### src/rtl/instruction_fetch_unit.sv
// Instruction fetch unit: a pc register drives a combinational instruction
// memory, and fetched words queue in a 2-entry prefetch FIFO for the decoder.
module instruction_fetch_unit #(
  parameter int                ADDR_W      = 8,
  parameter int                DATA_W      = 8,
  parameter int                MEM_DEPTH   = 128,
  parameter logic [DATA_W-1:0] HALT_OPCODE = 8'hFF
) (
  input  logic              clk,
  input  logic              rst_n,
  input  logic              start,
  input  logic [ADDR_W-1:0] start_addr,
  input  logic              branch_valid,
  input  logic [ADDR_W-1:0] branch_addr,
  output logic [ADDR_W-1:0] imem_addr,
  output logic              imem_en,
  input  logic [DATA_W-1:0] imem_data,
  output logic              instr_valid,
  output logic [DATA_W-1:0] instr_data,
  output logic [ADDR_W-1:0] instr_pc,
  input  logic              instr_ready,
  output logic              busy,
  output logic              halted
);

  typedef enum logic [1:0] {
    ST_IDLE   = 2'd0,
    ST_RUN    = 2'd1,
    ST_DRAIN  = 2'd2,
    ST_HALTED = 2'd3
  } state_t;

  // MEM_DEPTH is a power of two, so masking implements "mod MEM_DEPTH"
  localparam logic [ADDR_W-1:0] PC_MASK = ADDR_W'(MEM_DEPTH - 1);

  state_t            state_r;
  state_t            state_nxt_s;
  logic [ADDR_W-1:0] pc_r;
  logic [1:0]        count_r;
  logic [1:0]        count_nxt_s;
  logic [DATA_W-1:0] word_r [0:1];
  logic [ADDR_W-1:0] wpc_r  [0:1];

  logic start_take_s;
  logic branch_take_s;
  logic fetch_s;
  logic halt_hit_s;
  logic push_s;
  logic pop_s;
  logic flush_s;

  // Control decode; a taken branch overrides any same-cycle push, pop or halt
  always_comb begin
    start_take_s  = start && ((state_r == ST_IDLE) || (state_r == ST_HALTED));
    branch_take_s = branch_valid && ((state_r == ST_RUN) || (state_r == ST_DRAIN));
    fetch_s       = (state_r == ST_RUN) && (count_r < 2'd2);
    halt_hit_s    = fetch_s && (imem_data == HALT_OPCODE);
    push_s        = fetch_s && !halt_hit_s && !branch_take_s;
    pop_s         = (count_r != 2'd0) && instr_ready && !branch_take_s;
    flush_s       = start_take_s || branch_take_s;
  end

  // Next occupancy of the prefetch buffer
  always_comb begin
    count_nxt_s = count_r;
    if (flush_s) begin
      count_nxt_s = 2'd0;
    end else if (push_s && !pop_s) begin
      count_nxt_s = count_r + 2'd1;
    end else if (pop_s && !push_s) begin
      count_nxt_s = count_r - 2'd1;
    end else begin
      count_nxt_s = count_r;
    end
  end

  // FSM next-state logic
  always_comb begin
    state_nxt_s = state_r;
    case (state_r)
      ST_IDLE, ST_HALTED: begin
        if (start_take_s) begin
          state_nxt_s = ST_RUN;
        end else begin
          state_nxt_s = state_r;
        end
      end
      ST_RUN: begin
        if (branch_take_s) begin
          state_nxt_s = ST_RUN;
        end else if (halt_hit_s) begin
          state_nxt_s = ST_DRAIN;
        end else begin
          state_nxt_s = ST_RUN;
        end
      end
      ST_DRAIN: begin
        if (branch_take_s) begin
          state_nxt_s = ST_RUN;
        end else if (count_nxt_s == 2'd0) begin
          state_nxt_s = ST_HALTED;
        end else begin
          state_nxt_s = ST_DRAIN;
        end
      end
      default: state_nxt_s = ST_IDLE;
    endcase
  end

  // FSM state register
  always_ff @(posedge clk or negedge rst_n) begin
    if (!rst_n) begin
      state_r <= ST_IDLE;
    end else begin
      state_r <= state_nxt_s;
    end
  end

  // Program counter: redirects load a masked target, pushes advance with wrap
  always_ff @(posedge clk or negedge rst_n) begin
    if (!rst_n) begin
      pc_r <= {ADDR_W{1'b0}};
    end else if (start_take_s) begin
      pc_r <= start_addr & PC_MASK;
    end else if (branch_take_s) begin
      pc_r <= branch_addr & PC_MASK;
    end else if (push_s) begin
      pc_r <= (pc_r + {{(ADDR_W-1){1'b0}}, 1'b1}) & PC_MASK;
    end else begin
      pc_r <= pc_r;
    end
  end

  // Prefetch FIFO; entry 0 is always the head presented to the decoder
  always_ff @(posedge clk or negedge rst_n) begin
    if (!rst_n) begin
      count_r  <= 2'd0;
      word_r[0] <= {DATA_W{1'b0}};
      word_r[1] <= {DATA_W{1'b0}};
      wpc_r[0]  <= {ADDR_W{1'b0}};
      wpc_r[1]  <= {ADDR_W{1'b0}};
    end else begin
      count_r <= count_nxt_s;
      if (flush_s) begin
        word_r[0] <= {DATA_W{1'b0}};
        word_r[1] <= {DATA_W{1'b0}};
        wpc_r[0]  <= {ADDR_W{1'b0}};
        wpc_r[1]  <= {ADDR_W{1'b0}};
      end else begin
        case ({push_s, pop_s})
          2'b10: begin
            if (count_r == 2'd0) begin
              word_r[0] <= imem_data;
              wpc_r[0]  <= pc_r;
            end else begin
              word_r[1] <= imem_data;
              wpc_r[1]  <= pc_r;
            end
          end
          2'b01: begin
            word_r[0] <= word_r[1];
            wpc_r[0]  <= wpc_r[1];
          end
          2'b11: begin
            // Push only happens below full, so count is 1 here: new word becomes head
            word_r[0] <= imem_data;
            wpc_r[0]  <= pc_r;
          end
          default: begin
            word_r[0] <= word_r[0];
            wpc_r[0]  <= wpc_r[0];
          end
        endcase
      end
    end
  end

  assign imem_addr   = pc_r;
  assign imem_en     = fetch_s;
  assign instr_valid = (count_r != 2'd0);
  assign instr_data  = word_r[0];
  assign instr_pc    = wpc_r[0];
  assign busy        = (state_r == ST_RUN) || (state_r == ST_DRAIN);
  assign halted      = (state_r == ST_HALTED);

endmodule

### config.mk
export PLATFORM = sky130hd
export DESIGN_NAME = instruction_fetch_unit
export DESIGN_NICKNAME = d
export VERILOG_FILES = /design/src/rtl/instruction_fetch_unit.sv
export SDC_FILE = /design/constraint.sdc
export NUM_CORES = 1
export LEC_CHECK = 0
export CORE_MARGIN = 5
export CORE_UTILIZATION = 25
export CTS_CLUSTER_SIZE = 25
export DETAILED_ROUTE_END_ITERATION = 16
export GPL_TIMING_DRIVEN = 0
export PLACE_DENSITY = 0.56
export SYNTH_ARGS = -nofsm -noshare
export SYNTH_HDL_FRONTEND = slang
export SYNTH_SLANG_ARGS = --single-unit
### constraint.sdc
create_clock -name clk -period 2.7 [get_ports clk]
set_input_delay 0.27 -clock clk [delete_from_list [all_inputs] [get_ports clk]]
set_output_delay 0.27 -clock clk [all_outputs]
set_load 0.02 [all_outputs]
Yosys cells after proc, flatten, opt, wreduce, memory -nomap -nowiden
Cells that the tools add are included.

Add/subtract/negate cells: 3. Order comparisons: 1. Multiplexer cells: 22. Reductions and logical operators: 27. Equality and inequality tests: 10.

Operators by type and width (count): $mux 8 (9); $pmux 8 s3 (2); $mux 16 (2); $mux 2 (7); $logic_and 1x1->1 (10); $eq 2x2->1 const B (4); $eq 8x8->1 const B (1); $add 7x1->7 const B (1); $logic_not 2->1 (3); $pmux 2 s3 (1); $eq 2x1->1 const B (2); $logic_not 1->1 (4); $ne 2x2->1 const B (2); $reduce_and 2->1 (2); $reduce_bool 2->1 (2); $reduce_bool 4->1 (1); $logic_or 1x1->1 (3); $ne 3x3->1 const B (1); $reduce_bool 3->1 (1); $add 2x1->2 const B (1); $lt 2x2->1 const B (1); $reduce_or 2->1 (1); $sub 2x1->2 const B (1); $mux 1 (1).

Output and inout bits: 28. Register bits after elaboration: 44. Input port bits: 29. Word-level logic and storage cells: 70.

Depth between registers and ports, before layout
Gate-level depths: netlist of run 1.

Depth in word-level cells: 15. Depth in mapped cells: 13. Depth with buffers taken out: 12.

Worst setup path before layout of run 1
OpenSTA, ideal clock, no wires.

Path type: register -> register. Start point: register state_r[0]. End point: register word_r, in the netlist instr_data[4]. Stages on the path, launching flop included: 11. Arrival: 2312 ps. Setup slack: 256 ps. Setup time: 132 ps. Period minus slack after synthesis: 2444 ps. Cells stage by stage: dfrtp_1 inv_1 ha_1 nand2b_1 buf_4 o211ai_1 ha_1 buf_2 clkbuf_1 mux2i_1 o2bb2ai_1.

Cells in the longest elaborated chain, start to end: 9. Elaborated cells on any way between the ends: 24. Classes of those cells: 7 x eq/ne; 2 x mux; 15 x reduce/logical.

RTL lines: start: declaration (RTL line 36) `state_t state_r;`; start signal: assignment (RTL line 115) `state_r <= state_nxt_s;`; $eq 2x1->1 (RTL line 55, 56); $logic_and 1x1->1 (RTL line 56) `fetch_s = (state_r == ST_RUN) && (count_r < 2'd2);`; $logic_and 1x1->1 (RTL line 57) `halt_hit_s = fetch_s && (imem_data == HALT_OPCODE);`; $logic_not 1->1 (RTL line 58) `push_s = fetch_s && !halt_hit_s && !branch_take_s;`; $logic_and 1x1->1 (2 in a row) (RTL line 58); $eq 2x2->1 / $eq 2x1->1 (equally long branches) (RTL line 150) `case ({push_s, pop_s})`; $pmux 8 s3 (tied with other cells) (RTL line 150); $mux 16 / $reduce_and 2->1 (equally long branches); end: declaration (RTL line 41) `logic [DATA_W-1:0] word_r [0:1];`.

Several ways; a longest one is shown, not always the timed one. A chain may end at the register's enable or synchronous reset.

Worst setup path after layout of run 1
Same ends and word-level chain as after synthesis.

==> key figures, run 1 <==
Status
  • Outcome: finished clean

Die
  • IO Pins: 57
  • Die footprint: 11000 sq um
  • Initial Util: between 20% and 30%
  • # rows: 34
  • Total core area: 8760 sq um
  • Chip width: between 100 and 150 um
  • Die H: around 110 um

Clocking
  • Clock tree sinks: approximately 40
  • Root Driver: clkbuf_8
  • Inserted Clock Buffers: 5
  • Clock slew at reported path FFs: approximately 80 ps
  • Clock Path Buffers: 2
  • Worst skew pair latency: about 290 ps
  • H-tree depth: 2
  • CTS tree: yes

Synthesis
  • Yosys cell types: 38
  • Post-Synthesis Cell Area: between 2000 and 2500 sq um
  • Ys Warns: 0
  • Mapped Avg Cell Area: between 10 and 15 sq um
  • #FFs+latches synth: around 40
  • Sequential-to-total area share from yosys stat: between 40% and 50%
  • Synth top area share: a little under half
  • Cell count after synthesis: 207
  • Post-synth top flop: dfrtp_1
  • Number of synthesized flops with an enable pin: 0
  • Cell taking the most area after synthesis: dfrtp_1
  • Top cells by area, synth: dfrtp_1 (45%), mux2i_1 (7.1%), o2bb2ai_1 (6.6%), a22o_1 (6.2%), buf_4 (6.0%)
  • Ys async rst share: between 90% and 100%

Detailed routing
  • Wire per inst: ~15 um
  • Detail Route Antenna Nets: 0
  • Pre-antenna DRT Iters: 4
  • Via count: roughly 1800
  • Vias per Instance: ~4.6
  • Number of DRC markers in iteration 0: 49
  • Routed WL: 5540 um
  • Met2 WL post-DR: between 2000 and 2500 um
  • Highest routed layer: met4
  • Met3 routed WL: around 250 um
  • Wire length on met1: approximately 2700 um
  • Remaining DRCs: 0

Hold path
  • Hold Crit Depth: 3
  • Worst Hold Path EP: imem_addr[2]$_DFFE_PN0P_
  • Hold Path Origin: branch_valid
  • Worst Hold Class: in -> reg

Timing
  • Fin. max-slew vios: 0
  • Final Hold Vio Count: 0
  • Final period utilization: a little over nine tenths
  • Final Worst Setup Slack: between 100 and 150 ps
  • Setup TNS: 0 ps
  • Min Tclk post-route: about 2600 ps
  • Skew final: approximately 5.2 ps
  • Number of setup violations in the final report: 0
  • Achievable Freq: ~400 MHz
  • RSZ-0062 raised after global routing: true

Power
  • P per Cell Area: between 900 and 1000 nW/um^2
  • Leakage power: between 1 and 1.5 nW
  • Max IR drop VDD: roughly 0.24 mV
  • Total power: roughly 3.0 mW

Finish
  • Layout fillers: ~910
  • Post-Layout Cell Count: 380
  • ANT cells: 0
  • Fraction of layout cells with a size suffix above 1: 17.3%
  • Fin nets: 308
  • Commonest non-fill, non-tap cell in the layout: clkdlybuf4s50_1
  • Commonest cells after routing, fill and taps aside: clkdlybuf4s50_1 (49), dfrtp_1 (41), buf_4 (22), o2bb2ai_1 (17)
  • Area delta synth->final: 35.0%

Flow run
  • Max Cap Violations: 0

Critical path
  • Critical Path Sink Type: flop
  • Crit-path max FO: 10
  • Worst Reg-to-Reg Cells: 11
  • Setup Crit Path Kind: reg -> reg
  • CP required: around 2900 ps
  • Worst setup SP type: flop
  • Reg2reg setup slack: 130 ps
  • Worst path arrival time: around 2800 ps
  • R2r startpoint: state_r[0]$_DFFE_PN0P_
  • RR Endpoint: instr_data[4]$_DFFE_PN0P_

Placement
  • Routability Congestion: roughly 0.77
  • Placed insts: approximately 370
  • I/O Buffers: 50
  • Setup WS pre-CTS: -148 ps
  • Hpwl dp: 4150 um

Global routing
  • First-pass GRT wire length: 9130 um
  • Number of global-route vias before repair: between 1500 and 2000
  • Initial antenna violation count: 0
  • Global-route usage over all layers: 10.2%
  • Largest net degree at the start of global routing: 32
  • GRT overflow: 0
[layout make-up]
cell class | count | area [sq um] | share of cell area, %
Buffer | 27 | 190 | 6.23
Clock buffer | 6 | 72.6 | 2.38
Clock inverter | 2 | 10.0 | 0.328
Inverter | 13 | 48.8 | 1.60
Multi-Input combinational cell | 127 | 1010 | 33.2
Sequential cell | 41 | 1030 | 33.6
Tap cell | 108 | 135 | 4.43
Timing Repair Buffer | 56 | 556 | 18.2
[metal layers]
| metal | global-route usage, % | vias up |
|---|---|---|
| met5 | 0 | - |
| met4 | 4.02 | 0 |
| met3 | 2.96 | 15 |
| met2 | 15.8 | 45 |
| met1 | 13.4 | 835 |
| li1 | - | 869 |
[worst max-delay path, cell delays in order, from the launching register on]
cell,delay [ps]
dfrtp_1,380
inv_1,70
ha_1,370
nand2b_1,120
buf_4,150
o211ai_1,170
inv_2,170
ha_2,280
nor3b_4,270
o21bai_4,210
buf_6,180
o2bb2ai_1,110
[power breakdown]
part | switching (mW) | internal (mW)
sequential | 0.179 | 0.823
combinational | 0.826 | 0.779
clock | 0.214 | 0.179
[worst max path at each step]
stage                      startpoint  slack (ps)                   endpoint  depth (start not counted)
6_report       state_r[0]$_DFFE_PN0P_         130  instr_data[4]$_DFFE_PN0P_                         11
5_1_grt        state_r[0]$_DFFE_PN0P_         -70    instr_pc[4]$_DFFE_PN0P_                         11
4_1_cts        state_r[0]$_DFFE_PN0P_          40    instr_pc[2]$_DFFE_PN0P_                         11
3_5_place_dp   state_r[0]$_DFFE_PN0P_        -150    instr_pc[2]$_DFFE_PN0P_                         10
3_3_place_gp   state_r[0]$_DFFE_PN0P_        -110    instr_pc[2]$_DFFE_PN0P_                         10
2_1_floorplan  state_r[0]$_DFFE_PN0P_         260  instr_data[4]$_DFFE_PN0P_                         10
[state kept, by name, summed over array words and instances, names as in the netlist]
signal and count:
word_r 8, instr_pc 7, wpc_r 7, count_r 2, imem_addr 7, state_r 2, instr_data 8
[metrics by stage]
stage	cell area, sq um	util, %	hold slack [ps]
after CTS	3030	34.6	340
after global placement	2900	33.1	480
after floorplan	2260	-	-25.6
final	3050	34.8	336
after detailed placement	2910	33.3	183
after global routing	3050	34.8	366
[cells in the mapped netlist (all sizes together), types with 5 or more instances]
library cell	count
dfrtp	41
buf	21
o2bb2ai	17
a22o	16
mux2i	16
inv	13
o21ai	11
ha	8
a21oi	7
nand2	7
clkbuf	6
nor2	5
[kinds of logic after synthesis]
family                   count (synthesis)  share of synthesized area, %
AO/OA/AOI/OAI                           63                          22.0
flip-flops                              41                          45.4
buffers and inverters                   40                          10.2
AND/OR/NAND/NOR                         33                          8.64
multiplexers                            17                          7.59
adder cells (fa/ha/maj)                  8                          4.43
XOR/XNOR                                 4                          1.55
other                                    1                         0.166
[what timing repair did]
item / 4_1_cts / 5_1_grt
setup buffers: 2 / 2
endpoints found under the setup margin: 23 / 21
hold buffers: 1 / 0
endpoints found under the hold margin: 10 / 0
pin swaps: 0 / 1
resized for setup: 5 / 4
(Power assumes the default switching activity.)
==> inputs of run 2 (changes only) <==
- ABC_AREA: not set -> 1
- GPL_ROUTABILITY_DRIVEN: not set -> 0
==> key figures, run 2 <==
Finish
  • Fin nets: 411 (+33%)
  • Layout fillers: 1059 (+16%)
  • Commonest cells after routing, fill and taps aside: nand2_1 (60), clkdlybuf4s50_1 (51), nand3_1 (42), dfrtp_1 (41), o21ai_0 (35)
  • Final instance area: 3290 sq um (+7.7%)
  • Area delta synth->final: 34.5%
  • Register area: 1030 sq um (unchanged)
  • Fraction of layout cells with a size suffix above 1: 14.2% (-3.1 points)
  • ANT cells: 0 (unchanged)
  • Multi-input logic area: 1100 sq um (+8.5%)
  • Commonest non-fill, non-tap cell in the layout: nand2_1
  • Fin util: 34.1% (-0.72 points)
  • Post-Layout Cell Count: 507 (+33%)

Power
  • Max IR drop VDD: 0.397 mV (+65%)
  • Leakage power: 1.54 nW (+16%)
  • P per Cell Area: 1050 nW/um^2 (+6.8%)

Detailed routing
  • Vias per Instance: 4.23 (-8.9%)
  • Routed WL: 5970 um (+7.7%)
  • Wire per inst: 11.8 um (-19%)
  • Pre-antenna DRT Iters: 5 (+1)
  • Detail Route Antenna Nets: 0 (unchanged)
  • Number of DRC markers in iteration 0: 54 (+10%)
  • Remaining DRCs: 0 (unchanged)
  • Via count: 2144 (+22%)

Die
  • Chip width: 109 um (+3.6%)
  • Initial Util: 25.3% (-0.45 points)
  • IO Pins: 57 (unchanged)
  • Total core area: 9640 sq um (+10%)
  • Die H: 109 um (+3.6%)
  • Die footprint: 11800 sq um (+7.3%)
  • # rows: 36 (+5.9%)

Clocking
  • Clock Path Buffers: 2 (unchanged)
  • H-tree depth: 2 (unchanged)
  • Worst skew pair latency: 290 ps (about the same)
  • Clock tree sinks: 41 (unchanged)
  • Root Driver: clkbuf_8
  • CTS tree: yes
  • Inserted Clock Buffers: 5 (unchanged)
  • Clock slew at reported path FFs: 80 ps (about the same)

Global routing
  • First-pass GRT wire length: 10500 um (+15%)
  • Number of global-route vias before repair: 2193 (+21%)
  • GRT overflow: 0 (unchanged)
  • Global-route usage over all layers: 10.9% (+0.70 points)
  • Initial antenna violation count: 0 (unchanged)
  • Largest net degree at the start of global routing: 40 (+25%)

Status
  • Outcome: finished clean

Timing
  • Achievable Freq: 411 MHz (+5.6%)
  • Final Worst Setup Slack: 267 ps (+137 ps)
  • Min Tclk post-route: 2430 ps (-137 ps)
  • Number of setup violations in the final report: 0 (unchanged)
  • Final Hold Vio Count: 0 (unchanged)
  • Fin. max-slew vios: 0 (unchanged)
  • Final period utilization: 90.1% (-5.1 points)
  • Skew final: 9.80 ps (+4.56 ps)
  • RSZ-0062 raised after global routing: false
  • Setup TNS: 0 ps (unchanged)

Synthesis
  • Cell taking the most area after synthesis: dfrtp_1
  • #FFs+latches synth: 41 (unchanged)
  • Sequential-to-total area share from yosys stat: 42.0% (-3.4 points)
  • Yosys cell types: 26 (-32%)
  • Mapped Avg Cell Area: 7.83 sq um (-28%)
  • Post-synth top flop: dfrtp_1
  • Ys Warns: 0 (unchanged)
  • Most common library cells after synthesis: nand2_1 (60), nand3_1 (42), dfrtp_1 (41), o21ai_0 (36), inv_1 (33)
  • Synth top area share: 42.0% (-3.4 points)
  • Most common cell in the synthesized netlist: nand2_1
  • Number of synthesized flops with an enable pin: 0 (unchanged)
  • Top cells by area, synth: dfrtp_1 (42%), nand2_1 (9.2%), nand3_1 (8.6%), o21ai_0 (7.4%), buf_4 (5.5%)
  • Cell count after synthesis: 312 (+51%)
  • Post-Synthesis Cell Area: 2440 sq um (+8.1%)
  • Ys async rst share: 100% (unchanged)

Critical path
  • CP top delay family: adder cells
  • Setup Crit Path Kind: reg -> reg
  • R2r startpoint: state_r[0]$_DFFE_PN0P_
  • Reg2reg setup slack: 270 ps (+140 ps)
  • Crit-path slowest cell: dfrtp_1
  • Crit path cell chain: inv_1 > ha_2 > nor2_4 > nor2_4 > nand2_4 > inv_1 > ha_2 > inv_1 > o21ai_4 > inv_1 > nand2_2 > buf_4 > o21ai_1
  • Worst path arrival time: 2610 ps (-180 ps)
  • Critical Path Sink Type: flop
  • CP bufs+invs: 5 (+1)
  • Worst path max stage delay: 420 ps (+40 ps)
  • CP most frequent cell: inv_1
  • Worst Reg-to-Reg Cells: 13 (+2)
  • Crit path from: state_r[0]$_DFFE_PN0P_
  • CP required: 2880 ps (-40 ps)
  • Crit-path max FO: 10 (unchanged)
  • Worst setup SP type: flop
  • RR Endpoint: instr_pc[1]$_DFFE_PN0P_

Placement
  • Placed insts: 499 (+36%)
  • Setup WS pre-CTS: 96.8 ps (+245 ps)
  • Hpwl dp: 4600 um (+11%)
  • Dpl cell area: 3150 sq um (+8.0%)
  • I/O Buffers: 52 (+4.0%)

Flow run
  • Max Cap Violations: 0 (unchanged)

Hold path
  • Worst Hold Class: in -> async
[run 2: cell count changes in the layout (fill, tap and decap cells not counted), sizes merged, moves of 4 or more]
cell     previous run  this run
nand2               7        67
o21ai              11        60
nand3               3        42
inv                13        36
o2bb2ai            17         0
a22o               16         0
mux2i              16         0
nor2                5        18
clkbuf             13         7
nand2b              4         0
nand4               4         0
[run 2: how the worst max path moves through the flow]
stage | to | slack, ps | cells past startpoint
after floorplan | instr_data[4]$_DFFE_PN0P_ | 420 | 13
after global placement | instr_data[5]$_DFFE_PN0P_ | 130 | 13
after detailed placement | instr_pc[1]$_DFFE_PN0P_ | 100 | 13
after CTS | instr_pc[1]$_DFFE_PN0P_ | 110 | 13
after global routing | state_r[0]$_DFFE_PN0P_ | 20 | 17
final | instr_pc[1]$_DFFE_PN0P_ | 270 | 13
[run 2: per-stage QoR]
stage	power (mW)	hold WS, ps
after floorplan	2.31	-25.6
after global placement	2.95	485
after CTS	3.47	317
final	3.45	321
after detailed placement	2.97	84.0
after global routing	3.79	320
[run 2: per-layer routing]
| metal | GRT usage (%) | vias up | part of all wire, % |
|---|---|---|---|
| li1 | - | 1124 | - |
| met1 | 15.4 | 967 | 49 |
| met2 | 16.6 | 44 | 45 |
| met3 | 2.55 | 9 | 4.1 |
| met4 | 3.16 | 0 | 1.6 |
| met5 | 0 | - | 0 |
[run 2: layout make-up]
| cell class | instances | share of cell area [%] |
|---|---|---|
| Multi-Input combinational cell | 208 | 33.4 |
| Sequential cell | 41 | 31.2 |
| Tap cell | 133 | 5.06 |
| Buffer | 28 | 6.25 |
| Clock inverter | 2 | 1.07 |
| Clock buffer | 5 | 2.09 |
| Inverter | 36 | 4.27 |
| Timing Repair Buffer | 54 | 16.6 |
[run 2: cell families after synthesis]
family | synth area share, %
other | 0.154
AO/OA/AOI/OAI | 14.8
XOR/XNOR | 0.359
AND/OR/NAND/NOR | 24.7
buffers and inverters | 13.9
adder cells (fa/ha/maj) | 4.10
flip-flops | 42.0
[run 2: worst reg2reg max path, delay by kind of cell (launching register included)]
family / cells / cell delay (ps)
buf+inv: 5 / 470
fa+ha+maj: 2 / 630
compound gates: 2 / 280
flops: 1 / 420
simple gates: 4 / 550
[run 2: repair_timing]
item	CTS	global route
hold endpoints to repair	35	0
endpoints found under the setup margin	0	16
buffers inserted	0	0
resized for setup	0	10
hold buffers	1	0
[run 2: report_power, final]
part | internal (mW) | leakage (nW) | switching [mW]
sequential | 0.863 | 0.532 | 0.163
clock | 0.269 | 0.0540 | 0.208
combinational | 0.843 | 0.950 | 1.11
total | 1.97 | 1.54 | 1.48
==> inputs of run 3 (changes only) <==
- CAP_MARGIN: not set -> 20
- GPL_TIMING_DRIVEN: 0 -> 1
==> key figures, run 3 (same netlist as run 2, synthesis figures left out) <==
Global routing
  • First-pass GRT wire length: 9940 um (-5.1%)
  • Number of global-route vias before repair: 1975 (-9.9%)
  • Initial antenna violation count: 0 (unchanged)
  • Largest net degree at the start of global routing: 42 (+5.0%)
  • Global-route usage over all layers: 10.5% (-0.45 points)
  • GRT overflow: 0 (unchanged)

Critical path
  • Worst Reg-to-Reg Cells: 12 (-1)
  • RR Endpoint: instr_data[3]$_DFFE_PN0P_
  • Crit path cell chain: inv_1 > ha_1 > nor2_4 > nor2_4 > nand2_4 > inv_1 > ha_1 > nand2_2 > o21ai_2 > inv_1 > nand2_2 > o21ai_0
  • Setup Crit Path Kind: reg -> reg
  • Reg2reg setup slack: 370 ps (+100 ps)
  • CP bufs+invs: 3 (-2)
  • Worst path arrival time: 2540 ps (-70 ps)
  • CP required: 2910 ps (+30 ps)
  • CP Capture Point: instr_data[3]$_DFFE_PN0P_
  • Worst path max stage delay: 400 ps (-20 ps)
  • Stages on worst setup path: 12 (-1)
  • CP most frequent cell: inv_1
  • Crit-path max FO: 15 (+5)
  • CP top delay family: simple AND/OR/NAND/NOR gates
  • Crit-path slowest cell: dfrtp_1
  • Worst setup SP type: flop
  • Critical Path Sink Type: flop
  • R2r startpoint: state_r[0]$_DFFE_PN0P_
  • Crit path from: state_r[0]$_DFFE_PN0P_

Timing
  • Final period utilization: 86.2% (-3.8 points)
  • RSZ-0062 raised after global routing: false
  • Fin. max-slew vios: 0 (unchanged)
  • Number of setup violations in the final report: 0 (unchanged)
  • Min Tclk post-route: 2330 ps (-104 ps)
  • Final Hold Vio Count: 0 (unchanged)
  • Setup TNS: 0 ps (unchanged)
  • Achievable Freq: 429 MHz (+4.5%)
  • Skew final: 7.78 ps (-2.03 ps)
  • Final hold slack: 417 ps (+95.6 ps)

Finish
  • Area delta synth->final: 26.7%
  • ANT cells: 0 (unchanged)
  • Fin util: 32.1% (-2.0 points)
  • Fraction of layout cells with a size suffix above 1: 8.52% (-5.6 points)
  • Fin nets: 388 (-5.6%)
  • Commonest non-fill, non-tap cell in the layout: nand2_1
  • Commonest cells after routing, fill and taps aside: nand2_1 (60), clkdlybuf4s50_1 (51), nand3_1 (42), dfrtp_1 (41), o21ai_0 (36)
  • Layout fillers: 1048 (-1.0%)

Power
  • Total power: 3.22 mW (-6.7%)
  • Power share of the combinational group: 54.7% (-1.7 points)
  • Leakage power: 1.42 nW (-7.8%)
  • P per Cell Area: 1040 nW/um^2 (-0.93%)
  • Seq pwr share: 31.6% (+1.9 points)
  • Sw Ratio: 44.5% (+1.8 points)
  • Clock power frac: 13.7% (about the same)
  • Net switching power: 1.43 mW (-2.8%)
  • Int Pwr: 1.79 mW (-9.5%)
  • Max IR drop VDD: 0.381 mV (-4.2%)

Detailed routing
  • Vias per Instance: 4.27 (+1.0%)
  • Pre-antenna DRT Iters: 4 (-1)
  • Routed WL: 5910 um (-0.99%)
  • Met3 routed WL: 322 um (+33%)
  • Highest routed layer: met4
  • Number of DRC markers in iteration 0: 79 (+46%)
  • Met2 WL post-DR: 2630 um (-2.1%)
  • Wire length on met1: 2900 um (-1.8%)
  • Detail Route Antenna Nets: 0 (unchanged)
  • Via count: 2072 (-3.4%)
  • Remaining DRCs: 0 (unchanged)
  • Wire per inst: 12.2 um (+3.5%)

Clocking
  • # Post-CTS Setup Buffers: 0 (unchanged)
  • Clock tree sinks: 41 (unchanged)
  • Clock slew at reported path FFs: 80 ps (about the same)
  • Clock Path Buffers: 2 (unchanged)
  • H-tree depth: 2 (unchanged)
  • Worst skew pair latency: 290 ps (about the same)
  • Root Driver: clkbuf_8
  • Inserted Clock Buffers: 5 (unchanged)
  • CTS tree: yes

Placement
  • I/O Buffers: 52 (unchanged)
  • Hpwl dp: 4470 um (-3.0%)

Die
  • # rows: 36 (unchanged)
  • Initial Util: 25.3% (unchanged)
  • Chip width: 109 um (unchanged)
  • Die H: 109 um (unchanged)
  • Die footprint: 11800 sq um (unchanged)
  • IO Pins: 57 (unchanged)
  • Total core area: 9640 sq um (unchanged)

Hold path
  • Worst Hold Class: in -> async

Status
  • Outcome: finished clean

Flow run
  • Max Cap Violations: 0 (unchanged)
run 3: cell types whose count changed in the layout (fill, tap and decap cells not counted), sizes merged:
cell / before / now
buf: 28 / 7
bufinv: 1 / 0
run 3: power groups by stage:
stage | Clock [mW] | Combinational [mW] | Sequential (mW)
final | 0.442 | 1.76 | 1.02
after global routing | 0.486 | 1.97 | 1.06
after CTS | 0.461 | 1.79 | 1.02
after detailed placement | 0 | 1.78 | 1.04
after global placement | 0 | 1.76 | 1.03
after floorplan | 0 | 1.25 | 1.06
run 3: layout make-up:
| class | instances | area [sq um] | share of cell area, % |
|---|---|---|---|
| Clock inverter | 1 | 5.00 | 0.162 |
| Sequential cell | 41 | 1030 | 33.1 |
| Timing Repair Buffer | 59 | 583 | 18.8 |
| Multi-Input combinational cell | 208 | 1080 | 34.9 |
| Clock buffer | 7 | 96.3 | 3.11 |
| Inverter | 36 | 138 | 4.45 |
| Tap cell | 133 | 166 | 5.38 |
run 3: metrics by stage:
stage / std cells / cell area (sq um) / worst slack [ps]
2_1_floorplan: 313 / 2450 / 423
3_3_place_gp: 475 / 2960 / 385
3_5_place_dp: 475 / 2960 / 354
4_1_cts: 483 / 3070 / 332
5_1_grt: 485 / 3100 / 115
6_report: 485 / 3100 / 371
run 3: worst min path at each step:
stage,start,end,slack [ps],cells after the start
2_1_floorplan,rst_n,count_r[0]$_DFF_PN0_,-30,0
3_3_place_gp,rst_n,state_r[0]$_DFFE_PN0P_,480,1
3_5_place_dp,rst_n,state_r[0]$_DFFE_PN0P_,490,1
4_1_cts,rst_n,state_r[0]$_DFFE_PN0P_,170,1
5_1_grt,rst_n,word_r[7]$_DFFE_PN0P_,450,2
6_report,rst_n,instr_data[7]$_DFFE_PN0P_,420,2
run 3: what timing repair did:
item / 4_1_cts / 5_1_grt
gates resized for setup: 0 / 0
hold buffers: 0 / 1
setup endpoints to repair: 0 / 0
hold endpoints to repair: 0 / 12
run 3: worst reg2reg max path: cells and delay by family (launching register included):
| kind | cells | cell delay (ps) |
|---|---|---|
| adder cells (fa/ha/maj) | 2 | 630 |
| AO/OA/AOI/OAI | 2 | 270 |
| AND/OR/NAND/NOR | 5 | 750 |
| flip-flops | 1 | 400 |
| buffers and inverters | 3 | 180 |
run 3: metal layers:
layer  track usage (%)  vias to the layer above
met5                 0                        -
met4              2.43                        0
met3              2.96                        5
met2              16.1                       49
met1              14.5                      940
li1                  -                     1078
